<file path="src/rtl/zx8x_pkg.sv">
// Shared ZX80/ZX81 tape-loader definitions: FSM states, ROM LOAD window addresses,
// Z80 opcodes used by the wait-loop patch and SDRAM load base addresses.
package zx8x_pkg;

  typedef enum logic [1:0] {IDLE, ARMED, LOADING, DONE} tape_state_t;

  localparam logic [15:0] ZX81_ENTRY_ADDR = 16'h0347;
  localparam logic [15:0] ZX81_EXIT_ADDR  = 16'h03C3;
  localparam logic [15:0] ZX80_ENTRY_ADDR = 16'h0207;
  localparam logic [15:0] ZX80_EXIT_ADDR  = 16'h024D;

  localparam logic [7:0] XOR_A   = 8'hAF;
  localparam logic [7:0] NOP     = 8'h00;
  localparam logic [7:0] SCF     = 8'h37;
  localparam logic [7:0] JR_NC   = 8'h30;
  localparam logic [7:0] JP      = 8'hC3;
  localparam logic [7:0] JR_BACK = 8'hFD;

  // .o images load at the start of RAM, .p images skip the system variables.
  localparam logic [15:0] O_BASE = 16'h4000;
  localparam logic [15:0] P_BASE = 16'h4009;

endpackage

</file>
<file path="src/rtl/tape_load_ctrl_if.sv">
// Download-in / SDRAM-write-out bus of the tape loader; master is the ioctl and
// SDRAM side, slave is the loader.
interface tape_load_ctrl_if #(
  parameter int ADDR_W = 14
);
  logic              ioctl_download;
  logic [7:0]        ioctl_index;
  logic              ioctl_wr;
  logic [ADDR_W-1:0] ioctl_addr;
  logic              ram_we;
  logic [15:0]       ram_wr_addr;
  logic [7:0]        ram_wr_data;

  modport master (
    output ioctl_download, ioctl_index, ioctl_wr, ioctl_addr,
    input  ram_we, ram_wr_addr, ram_wr_data
  );

  modport slave (
    input  ioctl_download, ioctl_index, ioctl_wr, ioctl_addr,
    output ram_we, ram_wr_addr, ram_wr_data
  );
endinterface

</file>
<file path="src/rtl/tape_load_ctrl_patch_rom.sv">
// Seven-byte ROM patch: XOR A / JR NC,-3 spins until DONE swaps NOP for SCF,
// then JP to the post-load entry. Purely combinational.
module tape_patch_rom
  import zx8x_pkg::*;
(
  input  logic [2:0] patch_idx,
  input  logic       loading,
  input  logic       zx81,
  output logic [7:0] patch_dout
);

  always_comb begin
    patch_dout = NOP;
    case (patch_idx)
      3'd0:    patch_dout = XOR_A;
      3'd1:    patch_dout = loading ? NOP : SCF;
      3'd2:    patch_dout = JR_NC;
      3'd3:    patch_dout = JR_BACK;
      3'd4:    patch_dout = JP;
      3'd5:    patch_dout = zx81 ? 8'h07 : 8'h03;
      3'd6:    patch_dout = 8'h02;
      default: patch_dout = NOP;
    endcase
  end

endmodule

</file>
<file path="src/rtl/tape_load_ctrl.sv">
// Fast tape loader: copies the buffered image to SDRAM while the CPU spins in a patched
// LOAD loop; one byte per ce_cpu_p, write strobe one clk after the enable, no stall input.
module tape_load_ctrl
  import zx8x_pkg::*;
#(
  parameter int          ADDR_W     = 14,
  parameter logic [15:0] ZX81_ENTRY = ZX81_ENTRY_ADDR,
  parameter logic [15:0] ZX81_EXIT  = ZX81_EXIT_ADDR,
  parameter logic [15:0] ZX80_ENTRY = ZX80_ENTRY_ADDR,
  parameter logic [15:0] ZX80_EXIT  = ZX80_EXIT_ADDR
) (
  input  logic              clk_sys,
  input  logic              reset,
  input  logic              ce_cpu_p,
  input  logic              zx81,
  tape_load_ctrl_if.slave   bus,
  input  logic              nM1,
  input  logic [15:0]       addr,
  output logic [ADDR_W-1:0] tape_rd_addr,
  input  logic [7:0]        tape_byte,
  output logic              active,
  input  logic [2:0]        patch_idx,
  output logic [7:0]        patch_dout,
  output logic              tape_ready
);

  // One extra bit so a completely full buffer (len == 2**ADDR_W) is representable.
  localparam int LEN_W = ADDR_W + 1;

  tape_state_t      state, state_nxt;
  logic [LEN_W-1:0] len, count, wr_len;
  logic             dl_q, nm1_q, pfile;
  logic             tape_dl, dl_rise, dl_fall, m1_fall;
  logic [15:0]      entry_a, exit_a;
  logic             outside, do_start, do_write;

  assign tape_dl = (bus.ioctl_index != 8'd0);
  assign dl_rise = bus.ioctl_download & ~dl_q & tape_dl;
  assign dl_fall = ~bus.ioctl_download & dl_q & tape_dl;
  assign m1_fall = nm1_q & ~nM1;
  assign entry_a = zx81 ? ZX81_ENTRY : ZX80_ENTRY;
  assign exit_a  = zx81 ? ZX81_EXIT : ZX80_EXIT;
  assign outside = (addr >= exit_a) || (addr < entry_a);
  assign wr_len  = {1'b0, bus.ioctl_addr} + LEN_W'(1);

  assign tape_rd_addr = count[ADDR_W-1:0];
  assign active       = (state == LOADING) || (state == DONE);

  always_comb begin
    state_nxt = state;
    do_start  = 1'b0;
    do_write  = 1'b0;
    unique case (state)
      IDLE:    if (tape_ready) state_nxt = ARMED;
      ARMED: begin
        if (m1_fall && (addr == entry_a)) begin
          state_nxt = LOADING;
          do_start  = 1'b1;
        end
      end
      // Leaving the window beats both completion and a coincident enable.
      LOADING: begin
        if (m1_fall && outside)  state_nxt = ARMED;
        else if (count == len)   state_nxt = DONE;
        else if (ce_cpu_p)       do_write  = 1'b1;
      end
      DONE:    if (m1_fall && outside) state_nxt = ARMED;
    endcase
    if (dl_rise) begin
      state_nxt = IDLE;
      do_start  = 1'b0;
      do_write  = 1'b0;
    end
  end

  always_ff @(posedge clk_sys) begin
    if (reset) state <= IDLE;
    else       state <= state_nxt;
  end

  always_ff @(posedge clk_sys) begin
    if (reset) begin
      dl_q            <= 1'b0;
      nm1_q           <= 1'b1;
      len             <= '0;
      count           <= '0;
      pfile           <= 1'b0;
      tape_ready      <= 1'b0;
      bus.ram_we      <= 1'b0;
      bus.ram_wr_addr <= '0;
      bus.ram_wr_data <= '0;
    end else begin
      dl_q       <= bus.ioctl_download;
      nm1_q      <= nM1;
      bus.ram_we <= do_write;
      if (dl_rise) begin
        len        <= '0;
        tape_ready <= 1'b0;
      end else if (bus.ioctl_wr && tape_dl && (wr_len > len)) begin
        len <= wr_len;
      end
      if (dl_fall) begin
        tape_ready <= (len != '0);
        pfile      <= (bus.ioctl_index[7:6] == 2'd1);
      end
      if (do_start) count <= '0;
      if (do_write) begin
        count           <= count + LEN_W'(1);
        bus.ram_wr_data <= tape_byte;
        bus.ram_wr_addr <= 16'(count) + (pfile ? P_BASE : O_BASE);
      end
    end
  end

  tape_patch_rom u_patch (
    .patch_idx  (patch_idx),
    .loading    (state == LOADING),
    .zx81       (zx81),
    .patch_dout (patch_dout)
  );

endmodule

</file>
<file path="src/flat_wrapper.sv">
// flat-port wrapper written by rule: the top's interface ports become plain ports
module tape_load_ctrl_flat import zx8x_pkg::*;
#(
  parameter int          ADDR_W     = 14,
  parameter logic [15:0] ZX81_ENTRY = ZX81_ENTRY_ADDR,
  parameter logic [15:0] ZX81_EXIT  = ZX81_EXIT_ADDR,
  parameter logic [15:0] ZX80_ENTRY = ZX80_ENTRY_ADDR,
  parameter logic [15:0] ZX80_EXIT  = ZX80_EXIT_ADDR
)
  (clk_sys, reset, ce_cpu_p, zx81, nM1, addr, tape_rd_addr, tape_byte, active, patch_idx, patch_dout, tape_ready, bus_ioctl_download, bus_ioctl_index, bus_ioctl_wr, bus_ioctl_addr, bus_ram_we, bus_ram_wr_addr, bus_ram_wr_data);
  tape_load_ctrl_if #(.ADDR_W(ADDR_W)) bus_i ();
  input  logic clk_sys;
  input  logic reset;
  input  logic ce_cpu_p;
  input  logic zx81;
  input  logic nM1;
  input  logic [15:0] addr;
  output logic [ADDR_W-1:0] tape_rd_addr;
  input  logic [7:0] tape_byte;
  output logic active;
  input  logic [2:0] patch_idx;
  output logic [7:0] patch_dout;
  output logic tape_ready;
  input wire logic [$bits(bus_i.ioctl_download)-1:0] bus_ioctl_download;
  input wire logic [$bits(bus_i.ioctl_index)-1:0] bus_ioctl_index;
  input wire logic [$bits(bus_i.ioctl_wr)-1:0] bus_ioctl_wr;
  input wire logic [$bits(bus_i.ioctl_addr)-1:0] bus_ioctl_addr;
  output wire logic [$bits(bus_i.ram_we)-1:0] bus_ram_we;
  output wire logic [$bits(bus_i.ram_wr_addr)-1:0] bus_ram_wr_addr;
  output wire logic [$bits(bus_i.ram_wr_data)-1:0] bus_ram_wr_data;
  assign bus_i.ioctl_download = bus_ioctl_download;
  assign bus_i.ioctl_index = bus_ioctl_index;
  assign bus_i.ioctl_wr = bus_ioctl_wr;
  assign bus_i.ioctl_addr = bus_ioctl_addr;
  assign bus_ram_we = bus_i.ram_we;
  assign bus_ram_wr_addr = bus_i.ram_wr_addr;
  assign bus_ram_wr_data = bus_i.ram_wr_data;
  tape_load_ctrl #(.ADDR_W(ADDR_W), .ZX81_ENTRY(ZX81_ENTRY), .ZX81_EXIT(ZX81_EXIT), .ZX80_ENTRY(ZX80_ENTRY), .ZX80_EXIT(ZX80_EXIT)) u_core (.clk_sys(clk_sys), .reset(reset), .ce_cpu_p(ce_cpu_p), .zx81(zx81), .bus(bus_i), .nM1(nM1), .addr(addr), .tape_rd_addr(tape_rd_addr), .tape_byte(tape_byte), .active(active), .patch_idx(patch_idx), .patch_dout(patch_dout), .tape_ready(tape_ready));
endmodule
</file>
<file path="config.mk">
export PLATFORM = sky130hd
export DESIGN_NAME = tape_load_ctrl_flat
export DESIGN_NICKNAME = d
export VERILOG_FILES = /design/src/rtl/zx8x_pkg.sv /design/src/rtl/tape_load_ctrl_if.sv /design/src/rtl/tape_load_ctrl_patch_rom.sv /design/src/rtl/tape_load_ctrl.sv /design/src/flat_wrapper.sv
export SDC_FILE = /design/constraint.sdc
export NUM_CORES = 1
export LEC_CHECK = 0
export ABC_AREA = 0
export CORE_MARGIN = 2
export CORE_UTILIZATION = 30
export CTS_CLUSTER_DIAMETER = 50
export DETAILED_ROUTE_END_ITERATION = 6
export GPL_ROUTABILITY_DRIVEN = 0
export PLACE_DENSITY = 0.53
export SYNTH_ARGS = -nofsm -noshare
export SYNTH_HDL_FRONTEND = slang
export SYNTH_SLANG_ARGS = --single-unit
export TNS_END_PERCENT = 10
</file>
<file path="constraint.sdc">
create_clock -name clk_sys -period 9.25 [get_ports clk_sys]
set_input_delay 1.85 -clock clk_sys [delete_from_list [all_inputs] [get_ports clk_sys]]
set_output_delay 1.85 -clock clk_sys [all_outputs]
set_load 0.05 [all_outputs]
</file>
Word level (Yosys, flattened, before mapping). Cells that the tools add are included.

Register bits after elaboration: 61. Input port bits: 56. Output and inout bits: 49. Word-level logic and storage cells: 78.

$add $sub $neg: 3. Order comparisons: 3. Equality and inequality tests: 16. Multiplexer cells: 24. Bitwise operators: 8. Reduce and logical (&&, ||, !) cells: 14.

Operators with widths (number): $pmux 8 s7 (1); $mux 15 (2); $mux 9 (2); $add 15x16->16 (1); $eq 16x16->1 (1); $ge 16x16->1 (1); $lt 16x16->1 (1); $add 14x1->15 const B (1); $add 15x1->15 const B (1); $eq 15x15->1 (1); $gt 15x15->1 (1); $reduce_bool 15->1 (1); $mux 1 (10); $mux 2 (5); $eq 3x3->1 const B (3); $pmux 2 s4 (1); $reduce_bool 8->1 (1); $eq 3x2->1 const B (2); $mux 6 (1); $and 1x1->1 (5); $eq 2x1->1 const B (2); $eq 2x2->1 const B (2); $logic_and 1x1->1 (4); $mux 4 (1); other kinds (12) (17).

Depth between registers and ports, before layout.
Word-level depth: 8. Depth in mapped cells: 12. Gate-level depth less buffers: 11.

By module. A second synthesis with hierarchy kept.

Cells, all modules: 505. Area, all modules: 4295.4 um^2.

By module, submodules not included: tape_load_ctrl (instances 1, cells an instance 484, area each 4146.5 um^2, seq. area each 1221.2 um^2); tape_patch_rom (instances 1, cells an instance 21, area each 148.9 um^2, seq. area each 0.0 um^2).

Worst setup path after synthesis. OpenSTA, ideal clock, no wires.

Path type: input to output. From: in patch_idx[2]. To: out patch_dout[1]. Arrival: 3056 ps. Data required time: 7400 ps. Slack: 4344 ps. Cell stages on the path: 3. Cell sequence: clkbuf_1 > nor2b_1 > a22oi_1.

Longest elaborated chain between the ends: 2. Elaborated cells on any way between the ends: 8. Classes of those cells: 6 x eq/ne; 1 x mux; 1 x reduce/logical.

Ends and longest elaborated chain: from (decl) (RTL line flat_wrapper.sv:21) `input logic [2:0] patch_idx;`; $eq 3x3->1 (tied with other cells) (RTL line tape_load_ctrl_patch_rom.sv:14) `case (patch_idx)`; $pmux 8 s7 * (RTL line tape_load_ctrl_patch_rom.sv:14); to (decl) (RTL line flat_wrapper.sv:22) `output logic [7:0] patch_dout;`.

Mark *: on every way between the ends. The rest lies on a longest branch, timed or not.

Worst setup path in the final report.
From: in patch_idx[0]. To: out patch_dout[0].

Same word-level chain as after synthesis.

==> flow_summary.ini <==
[routing]
drtAntennaViolNets = 0
vias = 3996
drt_iter0_drc = 271
wl_mm = 11.7
drc = 0
drt-pass1-iter-count = 4
wire_per_inst_um = 14.7
via_per_inst = 5.00

[die]
die_height_um = 126
die_x_um = 126
start_util_pct = 30.6
io_pins = 105
std_cell_rows = 44
dieArea_mm2 = 0.0158
core_mm2 = 0.0145

[placement]
pre_cts_ws_ps = 3580
dpl.cell_count = 783
placed_area_mm2 = 0.00543
portBuffers = 104
dp_hpwl_mm = 8.68

[timing]
max_slew_margin_pct = 15.4
hold_ws_ps = 475
tightest_slew_ps = 1260
tns_ps = 0
fin_skew_ps = 8.07
rsz0062_at_grt = no
finalCritPeriodShare_pct = 61.5
hold_viol_final = 0
max_freq_mhz = 176
setup_violations = 0
setup_slack_ps = 3560
period_minus_slack_ps = 5690
final-max-slew-violation-count = 0

[power_and_ir_drop]
power.density_mw_per_mm2 = 137
p_leak_nw = 2.01
pwr-share-comb_pct = 15.9
switching_share_pct = 24.6
clockPowerShare_pct = 49.6
power_mw = 0.792
p_int_mw = 0.597
max-vdd-ir-drop_uv = 93.8
p_sw_mw = 0.195
p_seq_share_pct = 34.4

[cts]
cts_buffers = 9
post-cts-setup-buffers = 0
clock_path_buffers = 2
root_buffer = clkbuf_16
h-tree-depth = 3
hold_buffers = 0
cts_tree = built
cts_num_sinks = 61
insertion_delay_ps = 330
clk_pin_slew_ps = 60
post_cts_resized = 0

[critical_path]
cp-end-kind = output pin
r2r_end = u_core.count[9]
critical_path_required_ps = 7400
crit_chain = clkdlybuf4s50_1 -> nor2b_1 -> nand2_1 -> mux2_2 -> clkdlybuf4s50_1
path_class = in2out
r2r_cells = 6
start_kind = primary input
r2r-start = u_core.count[2]
path_common_cell = clkdlybuf4s50_1
slowest_stage = clkdlybuf4s50_1
crit_fanout = 7
arrival_ps = 3840
max_stage_delay_ps = 710
reg2reg_slack_ps = 6430

[final_layout]
antenna_cells = 0
fin_area_mm2 = 0.00578
fin_cells = 799
area_growth_pct = 29.8
drive_gt1_share_pct = 7.64
nets = 696
utilization_pct = 39.8

[synthesis]
syn_area_per_cell_um2 = 8.22
synth_cell_types = 61
synth_edf_count = 0
synth_seq_cells = 61
synth_seq_area_share_pct = 27.4
synth_ff_type = dfxtp_1
synth_area_mm2 = 0.00445
synthArstFlopShare_pct = 0
synth_fp_nets = 628
synthCells = 542
yosys_warnings = 0

[worst_hold_path]
min_from = u_core.bus.ram_wr_addr[4]
hold_path.class = reg2reg
min_to = u_core.bus.ram_wr_addr[4]
hold-path-cell-count = 2

[global_route]
grt_remaining_overflow = 0
grt_pass1_wl_mm = 19.0
antenna_found_initial = 0
first_global_vias = 3826
grt.total_usage_pct = 14.6
grt_max_degree = 53

[flow_run]
maxCapViolations = 0

[run_status]
status = completed
[cells in the mapped netlist, types with 7 or more instances]
cell type	n	area [um2]
nor2b_1	8	50.1
buf_4	16	120
or2_2	7	43.8
nand3_1	29	145
nand2b_1	9	56.3
clkbuf_1	13	48.8
nand4_1	12	75.1
xnor2_1	34	298
nor4_1	11	68.8
nand2_1	52	195
mux2i_1	17	170
buf_2	12	60.1
a211oi_1	13	97.6
inv_1	22	82.6
a21oi_1	33	165
o21ai_0	7	35.0
ha_1	30	375
nor2_1	33	124
nor3_1	20	100
dfxtp_1	61	1220
xor2_1	9	78.8
a221o_1	7	70.1
o21ai_1	12	60.1
[cell families (layout without fill, tap and decap cells)]
| kind of cell | Yosys count | after routing | synth area share (%) |
|---|---|---|---|
| buffers and inverters | 72 | 145 | 8.82 |
| muxes | 20 | 20 | 4.58 |
| adders and majority gates | 30 | 30 | 8.43 |
| DFF | 61 | 61 | 27.4 |
| and+or+nand+nor | 215 | 215 | 26.3 |
| AOI/OAI and AO/OA | 101 | 101 | 16.0 |
| xor gates and xnor gates | 43 | 43 | 8.46 |
[worst max-delay path: cells and delay by family]
family	cells	cell delay, ps
buf+inv	2	1300
mux	1	260
simple gates	2	410
[cell type report]
cell class                      instances  area [um2]
Fill cell                            1497        8750
Multi-Input combinational cell        409        2840
Sequential cell                        61        1220
Timing Repair Buffer                  107        1060
Clock buffer                           10         239
Tap cell                              184         230
Clock inverter                          6         110
Inverter                               22        82.6
[routing by layer]
layer | up-vias | track usage (%) | routed length (um)
met5 | - | 0 | 0
met4 | 0 | 6.21 | 293
met3 | 16 | 1.61 | 338
met2 | 79 | 25.0 | 5590
met1 | 1851 | 18.7 | 5480
li1 | 2050 | - | -
[how the worst max path moves through the flow]
stage	start	end	slack, ps	cells past startpoint
CTS	patch_idx[0]	patch_dout[0]	3580	5
floorplan	patch_idx[2]	patch_dout[1]	4340	3
detailed placement	patch_idx[0]	patch_dout[0]	3580	5
global route	patch_idx[0]	patch_dout[0]	3420	5
global placement	patch_idx[0]	patch_dout[0]	3640	5
finish	patch_idx[0]	patch_dout[0]	3560	5
[placed cells by master (no fill, tap or decap), drive strengths merged, types with 3 or more instances in the layout]
cell	n
clkdlybuf4s50	103
dfxtp	61
nand2	52
nor2	35
xnor2	34
a21oi	34
ha	30
nand3	29
inv	22
nor3	22
o21ai	19
mux2i	17
a211oi	15
nor4	14
nand4	12
clkbuf	10
xor2	9
nand2b	9
or2	9
nor2b	8
a221o	7
and3	6
or3	6
nand3b	5
and4	4
a22o	4
a21o	4
a211o	4
buf	4
bufinv	3
mux2	3
a2111oi	3
[flip-flops by register name (all words and copies together) (netlist names)]
name,count
u_core.bus.ram_wr_addr,16
u_core.count,15
u_core.len,15
u_core.bus.ram_wr_data,8
u_core.state,2
u_core.bus.ram_we,1
u_core.dl_q,1
u_core.nm1_q,1
u_core.pfile,1
u_core.tape_ready,1
[power by group through the flow]
stage | Combinational [mW] | Clock (mW) | Sequential [mW]
after floorplan | 0.0805 | 0 | 0.277
after global placement | 0.124 | 0 | 0.278
after detailed placement | 0.127 | 0 | 0.278
after CTS | 0.127 | 0.400 | 0.273
after global routing | 0.138 | 0.410 | 0.273
final | 0.126 | 0.393 | 0.273
Power figures use the tool's default switching activity.
